==> config.mk <==
export PLATFORM = sky130hd
export DESIGN_NAME = proj_bottomk_tracker
export DESIGN_NICKNAME = d
export VERILOG_FILES = /design/src/rtl/proj_pkg.sv /design/src/rtl/proj_topk_insert.sv /design/src/rtl/proj_bottomk_tracker.sv
export SDC_FILE = /design/constraint.sdc
export NUM_CORES = 1
export LEC_CHECK = 0
export ABC_AREA = 1
export BUFFER_PORTS_ARGS = -buffer_cell sky130_fd_sc_hd__buf_2
export CORE_AREA = 2 2 191 193
export CTS_BUF_LIST = sky130_fd_sc_hd__clkbuf_4 sky130_fd_sc_hd__clkbuf_8
export DETAILED_ROUTE_END_ITERATION = 6
export DIE_AREA = 0 0 193 195
export PLACE_DENSITY = 0.74
export SLEW_MARGIN = 20
export SYNTH_ARGS = -nofsm -noshare
export SYNTH_HDL_FRONTEND = slang
export SYNTH_HIERARCHICAL = 1
export SYNTH_SLANG_ARGS = --single-unit
==> constraint.sdc <==
create_clock -name in_clk -period 8.9 [get_ports in_clk]
set_input_delay 0.89 -clock in_clk [delete_from_list [all_inputs] [get_ports in_clk]]
set_output_delay 0.89 -clock in_clk [all_outputs]
set_load 0.01 [all_outputs]
==> src/rtl/proj_pkg.sv <==
// Shared definitions for the MinHash projection path.
//   FM_BUFFER_SIZE : width of the FM-buffer index (matches proj_counter index)
//   HASH_WIDTH     : width of one hash sample
//   BOTTOM_K       : bottom-K signature length
//   topk_slot_t    : one working-list entry {valid, hash, index}
//   sweep_state_t  : bottom-K tracker sweep FSM states
package proj_pkg;

    localparam int unsigned FM_BUFFER_SIZE = 8;
    localparam int unsigned HASH_WIDTH     = 32;
    localparam int unsigned BOTTOM_K       = 4;

    typedef struct packed {
        logic                      valid;
        logic [HASH_WIDTH-1:0]     hash;
        logic [FM_BUFFER_SIZE-1:0] index;
    } topk_slot_t;

    typedef enum logic {
        ST_IDLE  = 1'b0,
        ST_ACCUM = 1'b1
    } sweep_state_t;

endpackage

==> src/rtl/proj_topk_insert.sv <==
// Combinational sorted insertion of one (hash, index) sample into a bottom-K list.
//   en           : sample is present this cycle; when low the list passes through
//   slot_valid/slot_hash/slot_index : current list, slot 0 holds the smallest hash
//   hash/index   : incoming sample
//   next_*_c     : list after insertion; the slot K-1 entry falls off when shifted
module proj_topk_insert
    import proj_pkg::*;
#(
    parameter int unsigned HW = HASH_WIDTH,
    parameter int unsigned IW = FM_BUFFER_SIZE,
    parameter int unsigned K  = BOTTOM_K
) (
    input  logic                 en,
    input  logic [K-1:0]         slot_valid,
    input  logic [K-1:0][HW-1:0] slot_hash,
    input  logic [K-1:0][IW-1:0] slot_index,
    input  logic [HW-1:0]        hash,
    input  logic [IW-1:0]        index,
    output logic [K-1:0]         next_valid_c,
    output logic [K-1:0][HW-1:0] next_hash_c,
    output logic [K-1:0][IW-1:0] next_index_c
);

    logic [K-1:0] gt;
    logic [K-1:0] ins_onehot;
    logic         seen_gt;
    logic         seen_ins;
    logic         carry_valid;
    logic [HW-1:0] carry_hash;
    logic [IW-1:0] carry_index;

    // Strictly-greater compare keeps equal hashes in arrival order; an empty slot
    // always accepts. The first accepting slot is the one-hot insertion point, and
    // every slot behind it takes its upper neighbour (carried through the loop).
    always_comb begin : insert_shift
        gt           = '0;
        ins_onehot   = '0;
        seen_gt      = 1'b0;
        seen_ins     = 1'b0;
        carry_valid  = 1'b0;
        carry_hash   = '0;
        carry_index  = '0;
        next_valid_c = slot_valid;
        next_hash_c  = slot_hash;
        next_index_c = slot_index;
        for (int i = 0; i < int'(K); i++) begin
            gt[i]         = ~slot_valid[i] | (slot_hash[i] > hash);
            ins_onehot[i] = en & gt[i] & ~seen_gt;
            if (ins_onehot[i]) begin
                next_valid_c[i] = 1'b1;
                next_hash_c[i]  = hash;
                next_index_c[i] = index;
            end else if (seen_ins) begin
                next_valid_c[i] = carry_valid;
                next_hash_c[i]  = carry_hash;
                next_index_c[i] = carry_index;
            end
            seen_gt     = seen_gt | gt[i];
            seen_ins    = seen_ins | ins_onehot[i];
            carry_valid = slot_valid[i];
            carry_hash  = slot_hash[i];
            carry_index = slot_index[i];
        end
    end

endmodule

==> src/rtl/proj_bottomk_tracker.sv <==
// Keeps the K smallest hashes (with buffer indices) seen during one FM-buffer sweep
// and publishes the sorted signature through a valid/ready output register.
//   in_clk, in_rst_n : clock, async active-low reset
//   in_valid/in_hash/in_index/in_last : sample stream, in_last marks the sweep end
//   in_clear     : drop the working list and clear overflow (output register kept)
//   out_valid/out_ready : signature handshake
//   out_hashes/out_indices/out_count : signature, slot 0 in the LSBs, ascending
//   busy         : sweep in progress
//   overflow     : sticky, an unread signature was overwritten
module proj_bottomk_tracker
    import proj_pkg::*;
#(
    parameter int unsigned FM_BUFFER_SIZE = proj_pkg::FM_BUFFER_SIZE,
    parameter int unsigned HASH_WIDTH     = proj_pkg::HASH_WIDTH,
    parameter int unsigned BOTTOM_K       = proj_pkg::BOTTOM_K
) (
    input  logic                               in_clk,
    input  logic                               in_rst_n,
    input  logic                               in_valid,
    input  logic [HASH_WIDTH-1:0]              in_hash,
    input  logic [FM_BUFFER_SIZE-1:0]          in_index,
    input  logic                               in_last,
    input  logic                               in_clear,
    output logic                               out_valid,
    input  logic                               out_ready,
    output logic [BOTTOM_K*HASH_WIDTH-1:0]     out_hashes,
    output logic [BOTTOM_K*FM_BUFFER_SIZE-1:0] out_indices,
    output logic [$clog2(BOTTOM_K+1)-1:0]      out_count,
    output logic                               busy,
    output logic                               overflow
);

    localparam int unsigned HW = HASH_WIDTH;
    localparam int unsigned IW = FM_BUFFER_SIZE;
    localparam int unsigned K  = BOTTOM_K;
    localparam int unsigned CW = $clog2(BOTTOM_K + 1);

    sweep_state_t state_q, state_d;

    logic [K-1:0]         slot_valid_q;
    logic [K-1:0][HW-1:0] slot_hash_q;
    logic [K-1:0][IW-1:0] slot_index_q;

    logic [K-1:0]         ins_valid_c;
    logic [K-1:0][HW-1:0] ins_hash_c;
    logic [K-1:0][IW-1:0] ins_index_c;

    logic [K-1:0][HW-1:0] out_hash_q;
    logic [K-1:0][IW-1:0] out_index_q;
    logic [CW-1:0]        out_count_q;
    logic                 out_valid_q;
    logic                 overflow_q;
    logic                 busy_q;

    logic                 accept_c;
    logic                 sweep_end_c;
    logic [CW-1:0]        ins_count_c;

    // A clear in the same cycle as a sample drops the sample.
    assign accept_c    = in_valid & ~in_clear;
    assign sweep_end_c = accept_c & in_last;

    proj_topk_insert #(
        .HW (HW),
        .IW (IW),
        .K  (K)
    ) u_insert (
        .en           (accept_c),
        .slot_valid   (slot_valid_q),
        .slot_hash    (slot_hash_q),
        .slot_index   (slot_index_q),
        .hash         (in_hash),
        .index        (in_index),
        .next_valid_c (ins_valid_c),
        .next_hash_c  (ins_hash_c),
        .next_index_c (ins_index_c)
    );

    // Number of occupied slots in the list being published.
    always_comb begin : count_slots
        ins_count_c = '0;
        for (int i = 0; i < int'(K); i++) begin
            ins_count_c = ins_count_c + CW'(ins_valid_c[i]);
        end
    end

    // Sweep FSM next state.
    always_comb begin : fsm_next
        state_d = state_q;
        case (state_q)
            ST_IDLE:  if (accept_c && !in_last)     state_d = ST_ACCUM;
            ST_ACCUM: if (in_clear || sweep_end_c)  state_d = ST_IDLE;
            default:                                state_d = ST_IDLE;
        endcase
    end

    // State register and busy flag.
    always_ff @(posedge in_clk or negedge in_rst_n) begin
        if (!in_rst_n) begin
            state_q <= ST_IDLE;
            busy_q  <= 1'b0;
        end else begin
            state_q <= state_d;
            busy_q  <= (state_d == ST_ACCUM);
        end
    end

    // Working list; emptied at sweep end so the next sweep can start right away.
    always_ff @(posedge in_clk or negedge in_rst_n) begin
        if (!in_rst_n) begin
            slot_valid_q <= '0;
            slot_hash_q  <= '1;
            slot_index_q <= '0;
        end else if (in_clear || sweep_end_c) begin
            slot_valid_q <= '0;
            slot_hash_q  <= '1;
            slot_index_q <= '0;
        end else begin
            slot_valid_q <= ins_valid_c;
            slot_hash_q  <= ins_hash_c;
            slot_index_q <= ins_index_c;
        end
    end

    // Output register, handshake and sticky overflow.
    always_ff @(posedge in_clk or negedge in_rst_n) begin
        if (!in_rst_n) begin
            out_hash_q  <= '0;
            out_index_q <= '0;
            out_count_q <= '0;
            out_valid_q <= 1'b0;
            overflow_q  <= 1'b0;
        end else begin
            if (sweep_end_c) begin
                out_hash_q  <= ins_hash_c;
                out_index_q <= ins_index_c;
                out_count_q <= ins_count_c;
                out_valid_q <= 1'b1;
            end else if (out_ready) begin
                out_valid_q <= 1'b0;
            end

            if (in_clear) begin
                overflow_q <= 1'b0;
            end else if (sweep_end_c && out_valid_q && !out_ready) begin
                overflow_q <= 1'b1;
            end
        end
    end

    assign out_valid   = out_valid_q;
    assign out_hashes  = out_hash_q;
    assign out_indices = out_index_q;
    assign out_count   = out_count_q;
    assign busy        = busy_q;
    assign overflow    = overflow_q;

endmodule
==> results of run 1 <==
cell usage in the layout (no fill, tap or decap), types with 3 or more instances in the layout:
cell type  netlist  layout
o211ai_1        68      68
buf_4            6      20
clkinv_2         0      10
a31oi_1          8       8
inv_6            0       3
ha_1           130     130
nand3_1        138     136
nand2_2          2       3
a21o_1           3       3
dfstp_2        128     128
nor4_2           3       3
o21a_1           6       6
nand2_1        676     674
nand3b_1       129     129
clkbuf_8         0      74
o21ai_0         80      80
buf_2          120     208
a21oi_1         64      64
dfrtp_1        202     202
nand4_1        215     215
clkbuf_4         0      17
nor2_1          81      81
inv_1          212     212
cell type report:
type / instances / share of cell area (%)
timing repair buffer: 232 / 5.925
clock inverter: 15 / 0.6388
multi-input combinational: 1612 / 42.12
inverter: 215 / 3.815
clock buffer: 91 / 5.368
sequential: 330 / 39.43
tap: 461 / 2.702
state kept, by name, indices dropped and copies added, names as in the netlist:
register	count
busy	1
out_valid	1
out_indices	32
slot_hash_q	128
out_hashes	128
slot_valid_q	4
out_count	3
overflow	1
slot_index_q	32
critical path: cells and delay by family:
kind | cells | cell delay [ns]
fa+ha+maj | 4 | 1.25
simple gates | 10 | 1.36
compound gates | 1 | 0.25
buf+inv | 5 | 1.12
cell families after synthesis:
family                   count (synthesis)  synth area share, %
AO/OA/AOI/OAI                          233                7.255
adder cells (fa/ha/maj)                131                8.664
buffers and inverters                  389                8.592
flip-flops                             330                44.30
AND/OR/NAND/NOR                       1248                31.19
worst paths after layout:
kind | start | endpoint | slack, ns
worst max-delay path | in_hash[21] | out_count[1] | 4.57
worst min-delay path | in_rst_n | out_hashes[13] | 0.30
worst max register to register | slot_hash_q[31] | out_count[1] | 4.65
worst min register to register | out_hashes[18] | out_hashes[18] | 0.47
max in group asynchronous | in_rst_n | out_hashes[90] | 7.12
min in group in_clk | out_hashes[18] | out_hashes[18] | 0.47
power breakdown:
part,switching [µW],internal [µW]
combinational,511,286
sequential,109,1690
clock,659,877
stage by stage:
stage / instances / hold slack, ns / utilization [%] / total power [µW]
after floorplan: 2331 / 0.5086 / - / 2284
after global placement: 2849 / 0.4482 / 56.61 / 2590
after detailed placement: 2849 / 0.4538 / 56.61 / 2612
after CTS: 2955 / 0.2957 / 60.23 / 4165
after global routing: 2956 / 0.3313 / 60.32 / 4358
final: 2956 / 0.2993 / 60.32 / 4130
metal layers:
layer / part of all wire [%] / routed length [µm]
met1: 43 / 23600
met2: 46 / 25360
met3: 8.1 / 4447
met4: 3.2 / 1751
met5: 0 / 0
==> results.sh, run 1 <==
export IMPL_cts_hold_buffers_added=0
export IMPL_antenna_found_initial=0
export IMPL_slew_viol_final=0
export IMPL_dr_pass1_iters=6
export IMPL_use_met2_pct=46.77
export IMPL_synth_enable_flop_cells=0
export IMPL_drc_errors=0
export IMPL_hp_class="in -> async"
export IMPL_crit_chain="buf_2 -> inv_1 -> ha_1 -> nand2_1 -> nor2_1 -> nand4_1 -> nor2_1 -> nand4_1 -> a21oi_2 -> nand2_2 -> inv_2 -> nand3_2 -> nand3_1 -> inv_1 -> fa_1 -> inv_1 -> ha_1 -> ha_1 -> nand4_1 -> nand2_1"
export IMPL_busiest_layer="met2"
export IMPL_nets=2624
export IMPL_grt_max_degree=170
export IMPL_grtUsageMet3_pct=6.003
export IMPL_cp_arrival_ns=4.89
export IMPL_die_h_um=195
export IMPL_yosysTopAreaCellShare_pct=26.60
export IMPL_gr_total_overflow=0
export IMPL_wl_um=55160
export IMPL_crit_type="in -> reg"
export IMPL_syn_to_final_growth_pct=12.34
export IMPL_rr_worst_depth=18
export IMPL_ant_nets=0
export IMPL_nFillCells=3203
export IMPL_row_count=69
export IMPL_ys_ff_latch=330
export IMPL_design_core_area_um2=35400
export IMPL_wire_per_inst_um=18.66
export IMPL_yosys_warnings=6
export IMPL_rsz0062_at_grt="no"
export IMPL_gp_congestion=0.8649
export IMPL_clock_latency_ns=0.67
export IMPL_fin_tns_setup_ns=0
export IMPL_slowest_delay_ns=0.74
export IMPL_worstPathRequired_ns=9.45
export IMPL_period_minus_slack_ns=4.335
export IMPL_dieArea_um2=37640
export IMPL_synth_most_common_cell="nand2_1"
export IMPL_tritoncts="yes"
export IMPL_hpwl_um=35100
export IMPL_grtUsageTotal_pct=29.83
export IMPL_first_global_vias=17000
export IMPL_crit_fanout=41
export IMPL_start_kind="input pin"
export IMPL_synth_flop_cell="dfrtp_1"
export IMPL_design_area_um2=21350
export IMPL_outcome="complete, no violations"
export IMPL_die_x_um=193
export IMPL_post_place_ws_ns=3.987
export IMPL_fin_ws_ns=4.565
export IMPL_hold_viol=0
export IMPL_final_seq_area_um2=8418
export IMPL_initial_core_util_pct=53.69
export IMPL_max_slew_worst_pin_slew_ns=1.094
export IMPL_gr_usage_met1_pct=41.04
export IMPL_drtIter0Drc=1674
export IMPL_avgViaCountPerCell=5.825
export IMPL_synth_top_area_cell="dfrtp_1"
export IMPL_setup_violations=0
export IMPL_async_flop_share_pct=100.0
export IMPL_via_count=17220
export IMPL_yosysSeqAreaShare_pct=44.30
export IMPL_h_tree_depth=2
export IMPL_grt_pass1_wl_um=89940
export IMPL_cts_path_max_buffers=3
export IMPL_place_area_um2=20040
export IMPL_synth_nets=2508
export IMPL_clkTransAtPathRegs_ns=0.06
export IMPL_io_buffer_count=211
export IMPL_cts_sinks=330
export IMPL_cpMaxStageDelayCell="inv_2"
export IMPL_p_per_area_nw_per_um2=193.5
export IMPL_numCtsBuffers=56
export IMPL_synth_cell_types=30
export IMPL_relSlewSlack_pct=27.10
export IMPL_yosys_top_cells_area="dfrtp_1 (27%), dfstp_2 (18%), nand2_1 (13%)"
export IMPL_fin_crit_sh_pct=48.71
export IMPL_skew_ns=0.02545
export IMPL_root_buffer="clkbuf_8"
export IMPL_irDropWorstVdd_v=0.0001421
export IMPL_antenna_cells=0
export IMPL_fmax_mhz=230.7
export IMPL_avgSynthCellArea_um2=8.153
export IMPL_synthTopCellsByCount="nand2_1 (676), nand4_1 (215), inv_1 (212)"
export IMPL_drive_gt1_share_pct=19.36
export IMPL_worst_setup_path_end_kind="flop"
export IMPL_ioPinCount=212
export IMPL_syn_instance_count=2331
export IMPL_post_cts_buffers=0
export IMPL_multi_input_area_um2=8994
export IMPL_post_cts_resized=0
export IMPL_leakage_uw=0.01100
export IMPL_netlist_area_um2=19000
export IMPL_cap_violations=0
Note: power is estimated with default switching activity, not from simulation.
==> run 2, diff against run 1 <==
==> constraint.sdc (replaced) <==
create_clock -name in_clk -period 4.5 [get_ports in_clk]
set_input_delay 0.45 -clock in_clk [delete_from_list [all_inputs] [get_ports in_clk]]
set_output_delay 0.45 -clock in_clk [all_outputs]
set_load 0.01 [all_outputs]
==> results.sh, run 2 (same netlist as run 1, synthesis figures left out) <==
export IMPL_drtIter0Drc=1458
export IMPL_timing_hold_ws_ns=0.07087
export IMPL_fin_util_pct=60.39
export IMPL_gr_total_overflow=0
export IMPL_design_area_um2=21380
export IMPL_h_tree_depth=2
export IMPL_row_count=69
export IMPL_root_buffer="clkbuf_8"
export IMPL_relSlewSlack_pct=15.46
export IMPL_cpMaxStageDelayCell="dfstp_2"
export IMPL_avgViaCountPerCell=5.830
export IMPL_crit_family="adder cells"
export IMPL_slew_viol_final=0
export IMPL_cap_violations=0
export IMPL_fmax_mhz=271.0
export IMPL_max_slew_worst_pin_slew_ns=1.268
export IMPL_wire_per_inst_um=18.63
export IMPL_first_global_vias=16990
export IMPL_seq_power_share_pct=44.2
export IMPL_cts_hold_buffers_added=1
export IMPL_gp_congestion=0.9346
export IMPL_grt_max_degree=231
export IMPL_crit_chain="ha_1 -> a21oi_1 -> o21a_1 -> nand2_1 -> a21oi_1 -> nand2_1 -> a21oi_2 -> nand2_2 -> nand2_4 -> nand3_1 -> nand3_1 -> inv_1 -> fa_1 -> inv_1 -> ha_1 -> ha_1 -> nand4_1 -> nand2_1"
export IMPL_clkTransAtPathRegs_ns=0.06
export IMPL_slowest_delay_ns=0.55
export IMPL_cts_path_max_buffers=3
export IMPL_io_buffer_count=211
export IMPL_tritoncts="yes"
export IMPL_clock_latency_ns=0.67
export IMPL_start_kind="flop"
export IMPL_antenna_found_initial=1
export IMPL_ant_nets=0
export IMPL_pwr_share_comb_pct=19.8
export IMPL_drive_gt1_share_pct=19.61
export IMPL_crit_type="reg -> reg"
export IMPL_leakage_uw=0.01102
export IMPL_wl_um=55270
export IMPL_worstPathRequired_ns=5.10
export IMPL_skew_ns=0.04738
export IMPL_place_area_um2=20150
export IMPL_design_core_area_um2=35400
export IMPL_power_report_internal_total_uw=5497
export IMPL_hp_class="in -> reg"
export IMPL_dieArea_um2=37640
export IMPL_p_clk_share_pct=35.9
export IMPL_fin_tns_setup_ns=0
export IMPL_grtUsageTotal_pct=29.72
export IMPL_hpwl_um=35680
export IMPL_via_count=17300
export IMPL_post_cts_resized=0
export IMPL_drc_errors=0
export IMPL_grt_pass1_wl_um=89510
export IMPL_p_sw_share_pct=31.42
export IMPL_rsz0062_at_grt="no"
export IMPL_setup_violations=0
export IMPL_initial_core_util_pct=53.69
export IMPL_p_per_area_nw_per_um2=375.0
export IMPL_irDropWorstVdd_v=0.0002807
export IMPL_outcome="complete, no violations"
export IMPL_layout_commonest_cell="nand2_1"
export IMPL_period_minus_slack_ns=3.691
export IMPL_fin_crit_sh_pct=82.01
export IMPL_crit_fanout=27
export IMPL_post_cts_buffers=0
export IMPL_numCtsBuffers=56
export IMPL_power_switching_uw=2518
export IMPL_hold_viol=0
export IMPL_syn_to_final_growth_pct=12.48
export IMPL_final_cell_mix="nand2_1 (674), nand4_1 (215), inv_1 (212), buf_2 (208), dfrtp_1 (202)"
export IMPL_cp_arrival_ns=4.29
export IMPL_die_x_um=193
export IMPL_power_uw=8015
export IMPL_nets=2633
export IMPL_die_h_um=195
export IMPL_ioPinCount=212
export IMPL_worst_setup_path_end_kind="flop"
export IMPL_cts_sinks=330
export IMPL_path_buf_inv=2
export IMPL_dr_pass1_iters=5
==> run 2: cell count changes in the layout (fill, tap and decap cells not counted), sizes merged <==
cell	change
bufinv	-2
clkinvlp	+1
diode	+2
dlygate4sd3	+1
buf	+8
clkbuf	+1
==> run 2: cell type report <==
type                       count  area [µm²]
tap                          461       576.8
inverter                     215       814.5
clock buffer                  92        1122
sequential                   330        8418
timing repair buffer         241        1361
clock inverter                14       83.83
fill                        3201       14020
antenna                        2       5.005
multi-input combinational   1612        8994
==> run 2: through the flow <==
step,setup slack (ns),cells
3_3_place_gp,0.5795,2858
6_report,0.8094,2967
3_5_place_dp,0.5919,2858
2_1_floorplan,1.152,2331
5_1_grt,0.5582,2966
4_1_cts,0.8209,2965
==> run 2: worst paths after layout <==
| path | from | end | slack [ns] | cells past startpoint |
|---|---|---|---|---|
| max | slot_hash_q[31] | out_count[1] | 0.81 | 18 |
| min | out_ready | overflow | 0.07 | 4 |
| max reg2reg | slot_hash_q[31] | out_count[1] | 0.81 | 18 |
| min reg2reg | out_hashes[69] | out_hashes[69] | 0.46 | 2 |
| max in group asynchronous | in_rst_n | slot_hash_q[94] | 2.85 | 3 |
| min in group asynchronous | in_rst_n | out_hashes[45] | 0.46 | 2 |
==> run 2: worst reg2reg max path, delay by kind of cell, from the launching register on <==
family / cells / cell delay (ns)
fa+ha+maj: 4 / 1.18
simple gates: 8 / 1.07
compound gates: 4 / 0.73
flops: 1 / 0.55
buf+inv: 2 / 0.11
==> run 2: layer usage <==
layer / wire length, µm / share of wire [%] / up-vias / GRT usage [%]
met5: 0 / 0 / - / 0
met1: 23800 / 43 / 8295 / 40.64
met3: 4348 / 7.9 / 141 / 5.679
li1: - / - / 8128 / -
met2: 25400 / 46 / 734 / 46.75
met4: 1709 / 3.1 / 0 / 11.45
==> run 2: power groups by stage <==
stage | sequential [µW] | combinational, µW | clock (µW)
2_1_floorplan | 3670 | 847 | 0
3_3_place_gp | 3580 | 1550 | 0
3_5_place_dp | 3590 | 1580 | 0
4_1_cts | 3550 | 1600 | 2940
5_1_grt | 3590 | 1800 | 3070
6_report | 3550 | 1590 | 2880
==> run 3, diff against run 2 <==
--- a/config.mk
+++ b/config.mk
@@ -11,7 +11,7 @@
 export CTS_BUF_LIST = sky130_fd_sc_hd__clkbuf_4 sky130_fd_sc_hd__clkbuf_8
 export DETAILED_ROUTE_END_ITERATION = 6
 export DIE_AREA = 0 0 193 195
-export PLACE_DENSITY = 0.74
+export PLACE_DENSITY = 0.77
 export SLEW_MARGIN = 20
 export SYNTH_ARGS = -nofsm -noshare
 export SYNTH_HDL_FRONTEND = slang
==> constraint.sdc (replaced) <==
create_clock -name in_clk -period 3.2 [get_ports in_clk]
set_input_delay 0.32 -clock in_clk [delete_from_list [all_inputs] [get_ports in_clk]]
set_output_delay 0.32 -clock in_clk [all_outputs]
set_load 0.01 [all_outputs]
==> results.sh, run 3 (same netlist as run 1, synthesis figures left out) <==
export IMPL_worstPathRequired_ns=3.75
export IMPL_drtIter0Drc=1980
export IMPL_violations="negative setup slack"
export IMPL_leakage_uw=0.01209
export IMPL_clock_latency_ns=0.64
export IMPL_crit_type="reg -> reg"
export IMPL_worstSetupEndpoint="out_count[1]"
export IMPL_fmax_mhz=294.8
export IMPL_place_area_um2=21170
export IMPL_relSlewSlack_pct=39.00
export IMPL_outcome="finished, violations left"
export IMPL_gr_total_overflow=0
export IMPL_path_buf_inv=3
export IMPL_rr_worst_depth=22
export IMPL_dieArea_um2=37640
export IMPL_fin_tns_setup_ns=-0.6713
export IMPL_crit_family="adder cells"
export IMPL_antenna_found_initial=0
export IMPL_slew_viol_final=0
export IMPL_syn_to_final_growth_pct=24.62
export IMPL_design_core_area_um2=35400
export IMPL_fin_ws_ns=-0.1926
export IMPL_crit_cells=22
export IMPL_setup_violations=22
export IMPL_period_minus_slack_ns=3.393
export IMPL_layout_commonest_cell="nand2_1"
export IMPL_root_buffer="clkbuf_8"
export IMPL_irDropWorstVdd_v=0.0003374
export IMPL_timing_rr_end="out_count[1]"
export IMPL_die_x_um=193
export IMPL_antenna_cells=0
export IMPL_ioPinCount=212
export IMPL_start_kind="flop"
export IMPL_initial_core_util_pct=53.69
export IMPL_rsz0062_at_grt="yes"
export IMPL_ant_nets=0
export IMPL_io_buffer_count=211
export IMPL_reg2reg_from="slot_hash_q[67]"
export IMPL_die_h_um=195
export IMPL_drc_errors=0
export IMPL_hpwl_um=36820
export IMPL_design_area_um2=23680
export IMPL_h_tree_depth=2
export IMPL_cts_path_max_buffers=3
export IMPL_crit_chain="ha_1 -> a21oi_1 -> o21ai_2 -> nand2_1 -> nand2_2 -> nand2_1 -> nand2_1 -> nand2_1 -> nand2_1 -> nand2_1 -> nand2_2 -> nand2_4 -> buf_6 -> nand3_2 -> nand3_2 -> inv_2 -> fa_1 -> inv_2 -> ha_4 -> ha_4 -> nand4_1 -> nand2_1"
export IMPL_fin_crit_sh_pct=106.0
export IMPL_timing_hold_ws_ns=0.05055
export IMPL_reg2reg_setup_slack_ns=-0.19
export IMPL_slowest_delay_ns=0.55
export IMPL_wl_um=61890
export IMPL_drive_gt1_share_pct=28.51
export IMPL_grt_max_degree=179
export IMPL_via_count=18630
export IMPL_grtUsageTotal_pct=30.49
export IMPL_fin_util_pct=66.91
export IMPL_hold_viol=0
export IMPL_avgViaCountPerCell=5.964
export IMPL_power_uw=11880
export IMPL_first_global_vias=17740
export IMPL_hp_class="in -> reg"
export IMPL_dr_pass1_iters=5
export IMPL_tritoncts="yes"
export IMPL_worst_setup_path_end_kind="flop"
export IMPL_cpMaxStageDelayCell="dfstp_2"
export IMPL_cts_sinks=330
export IMPL_clkTransAtPathRegs_ns=0.07
export IMPL_gp_congestion=0.9209
export IMPL_cp_arrival_ns=3.95
export IMPL_nets=2791
export IMPL_critPathMostFrequentCell="nand2_1"
export IMPL_startpoint="slot_hash_q[67]"
export IMPL_numCtsBuffers=57
export IMPL_crit_fanout=3
export IMPL_cap_violations=0
export IMPL_p_per_area_nw_per_um2=501.6
export IMPL_skew_ns=0.02863
export IMPL_max_slew_worst_pin_slew_ns=0.9116
export IMPL_final_cell_mix="nand2_1 (644), nand4_1 (215), buf_2 (208), inv_1 (207), dfrtp_1 (202)"
export IMPL_nFillCells=2873
export IMPL_grt_pass1_wl_um=92180
export IMPL_row_count=69
export IMPL_wire_per_inst_um=19.82
[run 3: layout make-up]
type / count / area, µm² / area share (%)
clock buffer: 89 / 1081 / 4.564
multi-input combinational: 1613 / 9644 / 40.72
clock inverter: 18 / 170.2 / 0.7185
tap: 461 / 576.8 / 2.435
timing repair buffer: 397 / 2975 / 12.56
inverter: 215 / 818.3 / 3.455
sequential: 330 / 8418 / 35.54
[run 3: per-stage QoR]
step                setup slack, ns  std cells
global route                -0.3721       3123
global placement            -0.3367       2971
floorplan                  0.001823       2331
finish                      -0.1926       3123
detailed placement          -0.3823       2971
CTS                         -0.1111       3088
[run 3: how the worst min path moves through the flow]
stage	startpoint	cells after the start	endpoint	slack [ns]
after floorplan	in_rst_n	0	busy	0.02
after global placement	in_rst_n	1	out_hashes[12]	0.38
after detailed placement	in_rst_n	1	out_hashes[14]	0.39
after CTS	in_last	3	out_hashes[127]	0.02
after global routing	in_last	3	out_hashes[31]	0.05
final	in_last	3	out_hashes[95]	0.05
[run 3: per-layer routing]
| layer | global-route usage, % | share of wire [%] |
|---|---|---|
| met5 | 0 | 0 |
| met2 | 48.97 | 47 |
| met4 | 12.68 | 3.9 |
| met3 | 4.745 | 8.8 |
| met1 | 41.10 | 41 |
[run 3: worst reg2reg max path, stage by stage (launching register included)]
cell and delay [ns]:
dfstp_2 0.55, ha_1 0.24, a21oi_1 0.22, o21ai_2 0.10, nand2_1 0.09, nand2_2 0.07
nand2_1 0.06, nand2_1 0.07, nand2_1 0.08, nand2_1 0.06, nand2_1 0.10, nand2_2 0.08
nand2_4 0.09, buf_6 0.11, nand3_2 0.06, nand3_2 0.08, inv_2 0.05, fa_1 0.52
inv_2 0.06, ha_4 0.17, ha_4 0.25, nand4_1 0.09, nand2_1 0.12
[run 3: where the power goes]
group          switching, µW  internal, µW  total [µW]
registers                296          4700        4990
logic                   1620          1050        2670
clock network           1830          2390        4220
total                   3740          8140       11900
[run 3: what timing repair did]
action / 4_1_cts / 5_1_grt
pin swaps: 12 / 125
endpoints found under the hold margin: 49 / 0
cloned: 0 / 16
endpoints found under the setup margin: 102 / 283
setup buffers: 8 / 20
resized for setup: 22 / 176
hold buffers: 2 / 0
